**config.mk**
```make
export PLATFORM = sky130hd
export DESIGN_NAME = id_ex_ctrl
export DESIGN_NICKNAME = d
export VERILOG_FILES = /design/src/rtl/riscv_pkg.sv /design/src/rtl/id_ex_ctrl_instr_decoder.sv /design/src/rtl/id_ex_ctrl.sv
export SDC_FILE = /design/constraint.sdc
export NUM_CORES = 1
export LEC_CHECK = 0
export CORE_ASPECT_RATIO = 0.9
export CORE_UTILIZATION = 40
export DETAILED_ROUTE_END_ITERATION = 6
export MAX_ROUTING_LAYER = met4
export PLACE_DENSITY = 0.8
export SLEW_MARGIN = 20
export SYNTH_ARGS = -nofsm -noshare
export SYNTH_HDL_FRONTEND = slang
export SYNTH_SLANG_ARGS = --single-unit
```
**constraint.sdc**
```tcl
create_clock -name clk -period 2.9 [get_ports clk]
set_input_delay 0.435 -clock clk [delete_from_list [all_inputs] [get_ports clk]]
set_output_delay 0.435 -clock clk [all_outputs]
set_load 0.02 [all_outputs]
```
**src/rtl/riscv_pkg.sv**
```systemverilog
// Shared types for the RV32I decode / ID-EX stage: ALU encoding, opcodes,
// operand/writeback select codes and the registered ID/EX bundle.
package riscv_pkg;

    localparam int XLEN_W   = 32;
    localparam int REG_AW_W = 5;

    typedef enum logic [3:0] {
        ALU_ADD  = 4'b0000,
        ALU_SUB  = 4'b0001,
        ALU_AND  = 4'b0010,
        ALU_OR   = 4'b0011,
        ALU_XOR  = 4'b0100,
        ALU_SLL  = 4'b0101,
        ALU_SRL  = 4'b0110,
        ALU_SLT  = 4'b0111,
        ALU_SLTU = 4'b1000,
        ALU_SRA  = 4'b1001
    } alu_op_t;

    localparam logic [6:0] OPC_OP     = 7'b0110011;
    localparam logic [6:0] OPC_OP_IMM = 7'b0010011;
    localparam logic [6:0] OPC_LOAD   = 7'b0000011;
    localparam logic [6:0] OPC_STORE  = 7'b0100011;
    localparam logic [6:0] OPC_BRANCH = 7'b1100011;
    localparam logic [6:0] OPC_LUI    = 7'b0110111;
    localparam logic [6:0] OPC_AUIPC  = 7'b0010111;
    localparam logic [6:0] OPC_JAL    = 7'b1101111;
    localparam logic [6:0] OPC_JALR   = 7'b1100111;

    localparam logic [1:0] SRC_A_RS1  = 2'b00;
    localparam logic [1:0] SRC_A_PC   = 2'b01;
    localparam logic [1:0] SRC_A_ZERO = 2'b10;

    localparam logic [1:0] RES_ALU = 2'b00;
    localparam logic [1:0] RES_MEM = 2'b01;
    localparam logic [1:0] RES_PC4 = 2'b10;

    typedef struct packed {
        logic                valid;
        logic [XLEN_W-1:0]   pc;
        alu_op_t             alu_control;
        logic [1:0]          src_a_sel;
        logic                src_b_imm;
        logic [XLEN_W-1:0]   imm;
        logic [REG_AW_W-1:0] rs1;
        logic [REG_AW_W-1:0] rs2;
        logic [REG_AW_W-1:0] rd;
        logic                reg_write;
        logic                mem_read;
        logic                mem_write;
        logic                branch;
        logic                branch_pol;
        logic                jump;
        logic [1:0]          result_src;
        logic                illegal;
    } id_ex_t;

    // alt selects SUB/SRA; callers decide when funct7[5] is meaningful.
    function automatic alu_op_t alu_dec(input logic [2:0] f3, input logic alt);
        case (f3)
            3'b000:  alu_dec = alt ? ALU_SUB : ALU_ADD;
            3'b001:  alu_dec = ALU_SLL;
            3'b010:  alu_dec = ALU_SLT;
            3'b011:  alu_dec = ALU_SLTU;
            3'b100:  alu_dec = ALU_XOR;
            3'b101:  alu_dec = alt ? ALU_SRA : ALU_SRL;
            3'b110:  alu_dec = ALU_OR;
            default: alu_dec = ALU_AND;
        endcase
    endfunction

endpackage

```
**src/rtl/id_ex_ctrl_instr_decoder.sv**
```systemverilog
// Combinational RV32I decoder: control bundle, source-use flags and illegal
// detection. valid/pc/illegal fields of the bundle are left 0 for the caller.
module instr_decoder
    import riscv_pkg::*;
(
    input  logic [31:0] i_instr,
    output id_ex_t      o_dec,
    output logic        o_rs1_used,
    output logic        o_rs2_used,
    output logic        o_illegal
);

    logic [6:0]        w_op;
    logic [2:0]        w_f3;
    logic [6:0]        w_f7;
    logic [XLEN_W-1:0] w_imm_i, w_imm_s, w_imm_b, w_imm_u, w_imm_j;

    assign w_op = i_instr[6:0];
    assign w_f3 = i_instr[14:12];
    assign w_f7 = i_instr[31:25];

    assign w_imm_i = {{(XLEN_W-12){i_instr[31]}}, i_instr[31:20]};
    assign w_imm_s = {{(XLEN_W-12){i_instr[31]}}, i_instr[31:25], i_instr[11:7]};
    assign w_imm_b = {{(XLEN_W-13){i_instr[31]}}, i_instr[31], i_instr[7],
                      i_instr[30:25], i_instr[11:8], 1'b0};
    assign w_imm_u = {i_instr[31:12], 12'b0};
    assign w_imm_j = {{(XLEN_W-21){i_instr[31]}}, i_instr[31], i_instr[19:12],
                      i_instr[20], i_instr[30:21], 1'b0};

    always_comb begin
        o_dec             = '0;
        o_dec.alu_control = ALU_ADD;
        o_dec.rs1         = i_instr[19:15];
        o_dec.rs2         = i_instr[24:20];
        o_dec.rd          = i_instr[11:7];
        o_rs1_used        = 1'b0;
        o_rs2_used        = 1'b0;
        o_illegal         = 1'b0;
        case (w_op)
            OPC_OP: begin
                o_rs1_used        = 1'b1;
                o_rs2_used        = 1'b1;
                o_dec.reg_write   = 1'b1;
                o_dec.alu_control = alu_dec(w_f3, w_f7[5]);
                if (!(w_f7 == 7'b0000000 ||
                      (w_f7 == 7'b0100000 && (w_f3 == 3'b000 || w_f3 == 3'b101))))
                    o_illegal = 1'b1;
            end
            OPC_OP_IMM: begin
                o_rs1_used        = 1'b1;
                o_dec.src_b_imm   = 1'b1;
                o_dec.imm         = w_imm_i;
                o_dec.reg_write   = 1'b1;
                // Only the right-shift form carries an alternate op in imm[10].
                o_dec.alu_control = alu_dec(w_f3, (w_f3 == 3'b101) && w_f7[5]);
                if (w_f3 == 3'b001 && w_f7 != 7'b0000000)
                    o_illegal = 1'b1;
                if (w_f3 == 3'b101 && w_f7 != 7'b0000000 && w_f7 != 7'b0100000)
                    o_illegal = 1'b1;
            end
            OPC_LOAD: begin
                o_rs1_used       = 1'b1;
                o_dec.src_b_imm  = 1'b1;
                o_dec.imm        = w_imm_i;
                o_dec.mem_read   = 1'b1;
                o_dec.reg_write  = 1'b1;
                o_dec.result_src = RES_MEM;
                if (w_f3 == 3'b011 || w_f3 == 3'b110 || w_f3 == 3'b111)
                    o_illegal = 1'b1;
            end
            OPC_STORE: begin
                o_rs1_used      = 1'b1;
                o_rs2_used      = 1'b1;
                o_dec.src_b_imm = 1'b1;
                o_dec.imm       = w_imm_s;
                o_dec.mem_write = 1'b1;
                if (w_f3 > 3'b010)
                    o_illegal = 1'b1;
            end
            OPC_BRANCH: begin
                o_rs1_used   = 1'b1;
                o_rs2_used   = 1'b1;
                o_dec.branch = 1'b1;
                o_dec.imm    = w_imm_b;
                case (w_f3)
                    3'b000:  begin o_dec.alu_control = ALU_SUB;  o_dec.branch_pol = 1'b1; end
                    3'b001:  begin o_dec.alu_control = ALU_SUB;  o_dec.branch_pol = 1'b0; end
                    3'b100:  begin o_dec.alu_control = ALU_SLT;  o_dec.branch_pol = 1'b0; end
                    3'b101:  begin o_dec.alu_control = ALU_SLT;  o_dec.branch_pol = 1'b1; end
                    3'b110:  begin o_dec.alu_control = ALU_SLTU; o_dec.branch_pol = 1'b0; end
                    3'b111:  begin o_dec.alu_control = ALU_SLTU; o_dec.branch_pol = 1'b1; end
                    default: o_illegal = 1'b1;
                endcase
            end
            OPC_LUI, OPC_AUIPC: begin
                o_dec.src_a_sel = (w_op == OPC_LUI) ? SRC_A_ZERO : SRC_A_PC;
                o_dec.src_b_imm = 1'b1;
                o_dec.imm       = w_imm_u;
                o_dec.reg_write = 1'b1;
            end
            OPC_JAL: begin
                o_dec.src_a_sel  = SRC_A_PC;
                o_dec.src_b_imm  = 1'b1;
                o_dec.imm        = w_imm_j;
                o_dec.reg_write  = 1'b1;
                o_dec.jump       = 1'b1;
                o_dec.result_src = RES_PC4;
            end
            OPC_JALR: begin
                o_rs1_used       = 1'b1;
                o_dec.src_b_imm  = 1'b1;
                o_dec.imm        = w_imm_i;
                o_dec.reg_write  = 1'b1;
                o_dec.jump       = 1'b1;
                o_dec.result_src = RES_PC4;
                if (w_f3 != 3'b000)
                    o_illegal = 1'b1;
            end
            default: o_illegal = 1'b1;
        endcase
        if (o_dec.rd == '0)
            o_dec.reg_write = 1'b0;
        if (o_illegal) begin
            o_dec.reg_write = 1'b0;
            o_dec.mem_read  = 1'b0;
            o_dec.mem_write = 1'b0;
            o_dec.branch    = 1'b0;
            o_dec.jump      = 1'b0;
        end
    end

endmodule

```
**src/rtl/id_ex_ctrl.sv**
```systemverilog
// Decode + ID/EX register with load-use hazard detection and bubble insertion.
// Define ID_ILLEGAL_TRAP_EN to carry illegal encodings into EX as a trap.
module id_ex_ctrl
    import riscv_pkg::*;
#(
    parameter int XLEN   = XLEN_W,
    parameter int REG_AW = REG_AW_W
) (
    input  logic              clk,
    input  logic              rst,
    input  logic [31:0]       instr_i,
    input  logic [XLEN-1:0]   pc_i,
    input  logic              valid_i,
    input  logic              stall_i,
    input  logic              flush_i,
    output logic              hazard_o,
    output logic              valid_o,
    output logic [XLEN-1:0]   pc_o,
    output logic [3:0]        alu_control_o,
    output logic [1:0]        src_a_sel_o,
    output logic              src_b_imm_o,
    output logic [XLEN-1:0]   imm_o,
    output logic [REG_AW-1:0] rs1_o,
    output logic [REG_AW-1:0] rs2_o,
    output logic [REG_AW-1:0] rd_o,
    output logic              reg_write_o,
    output logic              mem_read_o,
    output logic              mem_write_o,
    output logic              branch_o,
    output logic              branch_pol_o,
    output logic              jump_o,
    output logic [1:0]        result_src_o,
    output logic              illegal_o
);

    id_ex_t r_id_ex;
    id_ex_t w_dec;
    id_ex_t w_next;
    logic   w_rs1_used, w_rs2_used, w_illegal, w_hazard;

    instr_decoder u_dec (
        .i_instr    (instr_i),
        .o_dec      (w_dec),
        .o_rs1_used (w_rs1_used),
        .o_rs2_used (w_rs2_used),
        .o_illegal  (w_illegal)
    );

    // Only a load in EX can't forward in time; x0 never carries a real result.
    assign w_hazard = valid_i && r_id_ex.valid && r_id_ex.mem_read &&
                      (r_id_ex.rd != '0) &&
                      ((w_rs1_used && (w_dec.rs1 == r_id_ex.rd)) ||
                       (w_rs2_used && (w_dec.rs2 == r_id_ex.rd))) &&
                      !flush_i && !stall_i;

    always_comb begin
        w_next = '0;
        if (valid_i && !w_illegal) begin
            w_next       = w_dec;
            w_next.valid = 1'b1;
            w_next.pc    = pc_i;
        end
`ifdef ID_ILLEGAL_TRAP_EN
        else if (valid_i) begin
            w_next.valid   = 1'b1;
            w_next.pc      = pc_i;
            w_next.illegal = 1'b1;
        end
`endif
    end

    always_ff @(posedge clk or posedge rst) begin
        if (rst)
            r_id_ex <= '0;
        else if (flush_i)
            r_id_ex <= '0;
        else if (!stall_i) begin
            if (w_hazard)
                r_id_ex <= '0;
            else
                r_id_ex <= w_next;
        end
    end

    assign hazard_o      = w_hazard;
    assign valid_o       = r_id_ex.valid;
    assign pc_o          = r_id_ex.pc;
    assign alu_control_o = r_id_ex.alu_control;
    assign src_a_sel_o   = r_id_ex.src_a_sel;
    assign src_b_imm_o   = r_id_ex.src_b_imm;
    assign imm_o         = r_id_ex.imm;
    assign rs1_o         = r_id_ex.rs1;
    assign rs2_o         = r_id_ex.rs2;
    assign rd_o          = r_id_ex.rd;
    assign reg_write_o   = r_id_ex.reg_write;
    assign mem_read_o    = r_id_ex.mem_read;
    assign mem_write_o   = r_id_ex.mem_write;
    assign branch_o      = r_id_ex.branch;
    assign branch_pol_o  = r_id_ex.branch_pol;
    assign jump_o        = r_id_ex.jump;
    assign result_src_o  = r_id_ex.result_src;
    // Without the trap build the illegal bit is never loaded as 1.
    assign illegal_o     = r_id_ex.illegal;

endmodule

```
* Word level (Yosys, flattened, before mapping) *
Cells that the tools add are included.

word-level totals
  register bits after elaboration = 96
  input bits = 69
  output and inout port bits = 97
  logic and storage cells = 116

operators by class
  magnitude comparators = 1
  equal/unequal tests = 21
  muxes and demuxes = 36
  reductions and logical operators = 41

operators by type and width
  kind                                                   number
  two-way mux 96 bit                                     4
  one-hot mux 32 bit (5 select lines)                    1
  one-hot mux 4 bit (7 select lines)                     2
  equality test 7 x 6 -> 1 bit, second input constant    4
  one-hot mux 4 bit (3 select lines)                     2
  equality test 7 bit, second input constant             3
  two-way mux 1 bit                                      19
  equality test 7 x 5 -> 1 bit, second input constant    2
  logical AND 1 bit                                      14
  OR reduction 7 bit                                     2
  equality test 3 bit, second input constant             4
  two-way mux 4 bit                                      3
  OR reduction 3 bit                                     4
  OR reduction 6 bit                                     2
  equality test 5 bit                                    2
  OR reduction 2 bit                                     5
  one-hot mux 2 bit (2 select lines)                     2
  equality test 7 x 2 -> 1 bit, second input constant    1
  zero test 7 bit                                        1
  inequality test 7 x 6 -> 1 bit, second input constant  1
  one-hot mux 1 bit (7 select lines)                     1
  nonzero test 7 bit                                     1
  equality test 3 x 2 -> 1 bit, second input constant    2
  zero test 5 bit                                        1
  9 further kinds                                        16

* Depth between registers and ports, before layout *
  depth after elaboration = 12
  mapped depth = 9
  mapped depth without buffers = 6

* By module *
A second synthesis with hierarchy kept.

second synthesis, totals
  cell total of the unflattened synthesis = 664
  area total of the unflattened synthesis = 5,805.6 um^2

by module, submodules not included
  module         instances  cells each  area each (um^2)
  id_ex_ctrl     1          460         4,516.8
  instr_decoder  1          204         1,288.7

* Least setup slack after synthesis *
Ideal clock, no wire load.

  path kind = input-to-output
  from = in stall_i
  to = out hazard_o
  arrival time = 1,742 ps
  required time = 2,465 ps
  path slack = 723 ps
  stages on the path = 6
  cells stage by stage = or3b_1 -> nor4_1 -> o221ai_1 -> or2_1 -> inv_2 -> buf_2

between the ends
  word-level cells in the longest chain between the ends = 2

RTL lines
  what                RTL line          text
  start: declaration  id_ex_ctrl.sv:14  input logic stall_i,
  zero test 1 bit     --
  logical AND 1 bit   id_ex_ctrl.sv:54  !flush_i && !stall_i;
  end: declaration    id_ex_ctrl.sv:16  output logic hazard_o,

Every way passes these cells.

* Final worst setup path *
  from = in flush_i
  to = out hazard_o

between the ends
  word-level cells in the longest chain between the ends = 3

RTL lines
  what                RTL line          text
  start: declaration  id_ex_ctrl.sv:15  input logic flush_i,
  zero test 1 bit     id_ex_ctrl.sv:54
  logical AND 1 bit   id_ex_ctrl.sv:53  (w_rs2_used && (w_dec.rs2 == r_id_ex.rd))) &&
  logical AND 1 bit   id_ex_ctrl.sv:54

Every way passes these cells.

==> results.toml <==
[pwr]
swShare_pct = 22.5
leakagePower_uw = 0.00284
power.total_uw = 2910
p_comb_share_pct = 10.7
power_frac_clock_pct = 43.6
seqPwrFrac_pct = 45.7
net-switching-power_uw = 654
vdd_ir_drop_max_uv = 231
internal_power_uw = 2260
p_per_area_mw_per_mm2 = 417

[timing]
timing.slew.headroom_pct = 48.0
grt_setup_unrepaired = "no"
final-hold-violation-count = 0
fin_hold_ws_ps = 473
max_clock_freq_mhz = 364
fin_worst_skew_ps = 8.86
slew_viol_final = 0
tightest_slew_ps = 778
timing.final.crit_share_pct = 94.6
report.final.setup_viol = 0
min_period_ps = 2740

[detailed_routing]
initialDrtViolationCount = 328
drt-pass1-iter-count = 5
drc = 0
routed_wirelength_um = 14800
routed_wire_length_per_instance_um = 19.5
vias = 4338
route.antenna.remaining_nets = 0
viasPerCell = 5.72

[status]
outcome = "finished clean"

[flow_run]
total_of_max_cap_violations = 0

[finish]
drive_gt1_share_pct = 15.7
area_growth_syn_to_layout_pct = 50.1
post_layout_utilization_of_the_core_pct = 62.9
fin_area_mm2 = 0.00697
num-nets-final = 671
insertedDiodeCount = 0

[setup_path]
worstPathRequired_ps = 2470
criticalPathCategory = "input port to primary output"
crit_path_end_kind = "primary output"
worst_setup_path_start_kind = "input port"
crit_path_max_fanout = 2
critical_path_arrival_ps = 2310

[die]
floorplan.die_area_mm2 = 0.0120
ios = 166
die_h_um = 104
initial_core_util_pct = 41.9
chipWidth_um = 116
floorplan.rows = 36
core_mm2 = 0.0111

[clocking]
cts_tree = "yes"
ctsRootBufferMaster = "clkbuf_16"
cts_hold_repair_buffers = 0
cts_buffers = 9
cts_setup_buffers = 0
depth_of_the_cts_h_tree = 3
clk_pin_slew_worst_paths_ps = 60
insertion_delay_ps = 340
max-clock-path-buffers = 2
cts.sink_count = 95

[placed_design]
dp.final_hpwl_um = 10800
gp_congestion = 1.05
postPlaceCellArea_mm2 = 0.00665
placement.io_buffers = 164

[synth]
ys.warnings.count = 0
number_of_instances_in_the_synthesized_netlist = 424
synth_ff_type = "dfrtp_1"
yosys.cell_types.count = 55
postSynthAreaPerCell_um2 = 11.0
synth_async_sr_flop_share_pct = 100
mappedNetlistArea_mm2 = 0.00464
number_of_enable_type_register_cells_in_the_synthesized_netlist = 0
number_of_synthesized_register_bits = 95
synth_sequential_area_ratio_pct = 51.2
postSynthNetCount = 493

[global_route]
grt_overflow_total = 0
global_route_wire_length_before_repair_um = 23300
global_route.usage.total_pct = 26.0
via_count_of_the_first_global_routing_pass = 4388
grt_start_max_net_pins = 96
antenna_found_initial = 0

[min_path]
min-delay-path-class = "flip-flop to flip-flop"
cell families after synthesis:
| logic type | Yosys count | synth area share, % |
|---|---|---|
| AO/OA/AOI/OAI | 157 | 29.1 |
| buffers and inverters | 51 | 5.71 |
| AND/OR/NAND/NOR | 107 | 11.4 |
| flip-flops | 95 | 51.2 |
| other | 1 | 0.0808 |
| XOR/XNOR | 10 | 1.89 |
| multiplexers | 3 | 0.647 |
flip-flops by register name, indices dropped and copies added (netlist names), 2 cells and up:
signal         flops
imm_o             32
pc_o              32
rd_o               5
rs1_o              5
rs2_o              5
alu_control_o      4
result_src_o       2
src_a_sel_o        2
cell usage in the layout, fill, tap and decap left out, drive strengths merged, types with 6 or more instances in the layout:
cell type      instances
buf                   48
a32o                  56
dfrtp                 95
a21oi                 26
o31ai                 37
clkdlybuf4s50        163
clkbuf                11
nor2b                  6
o21ai                 12
nand2                 56
nor2                  11
per-stage QoR:
stage | worst slack [ps] | setup TNS, ps | std cells
2_1_floorplan | 723 | 0 | 424
3_3_place_gp | -273 | -273 | 743
3_5_place_dp | -270 | -270 | 743
4_1_cts | 22.4 | 0 | 759
5_1_grt | 63.6 | 0 | 759
6_report | 155 | 0 | 759
worst max-delay path, cell delays in order:
cell	delay, ps
clkdlybuf4s50_1	460
or3b_1	430
nor4_1	240
o221ai_1	180
or2_2	330
inv_2	70
clkbuf_2	170
power groups by stage:
stage | clock network, µW | registers, µW | logic (µW)
after floorplan | 0 | 1360 | 115
after CTS | 1280 | 1330 | 310
after global placement | 0 | 1360 | 305
after global routing | 1350 | 1330 | 336
final | 1270 | 1330 | 311
after detailed placement | 0 | 1360 | 308
per-layer routing:
metal	vias to the layer above	track usage [%]	wire length [µm]	part of all wire [%]
met2	181	39.4	7010	47
met3	21	4.08	905	6.1
li1	1988	-	-	-
met5	-	-	0	0
met1	2148	35.8	6670	45
met4	0	7.98	216	1.5
cell type report:
cell class	instances	area (µm²)
multi-input cells	278	2010
clock buffers	10	239
clock inverters	6	83.8
fillers	953	4110
well taps	152	190
flip-flops and latches	95	2380
inverters	6	26.3
repair buffers	212	2050
worst paths after layout:
kind,slack (ps),startpoint,end,cells after the start
worst max-delay path,160,flush_i,hazard_o,7
worst min-delay path,470,imm_o[12],imm_o[12],2
worst max register to register,610,rd_o[1],rd_o[4],5
worst min register to register,470,imm_o[12],imm_o[12],2
max in group asynchronous,1660,rst,valid_o,3
min in group asynchronous,590,rst,rd_o[0],2
synth_stat cells (4+ instances only):
library cell	count	area, µm²
buf_6	4	45.0
nand3_1	4	20.0
buf_2	14	70.1
dfrtp_1	95	2380
inv_1	5	18.8
o21ai_0	12	60.1
a22oi_1	5	37.5
nor2_1	11	41.3
a21oi_1	26	130
clkbuf_1	19	71.3
xnor2_1	5	43.8
a32o_1	56	561
nor2b_1	6	37.5
o31ai_1	18	135
buf_4	7	52.6
xor2_1	5	43.8
nand2_1	56	210
o31ai_2	19	238
timing repair:
action	4_1_cts	5_1_grt
pin swaps	0	0
resized for setup	2	1
setup endpoints to repair	1	1
No activity file was read; power rests on OpenSTA's default activity.
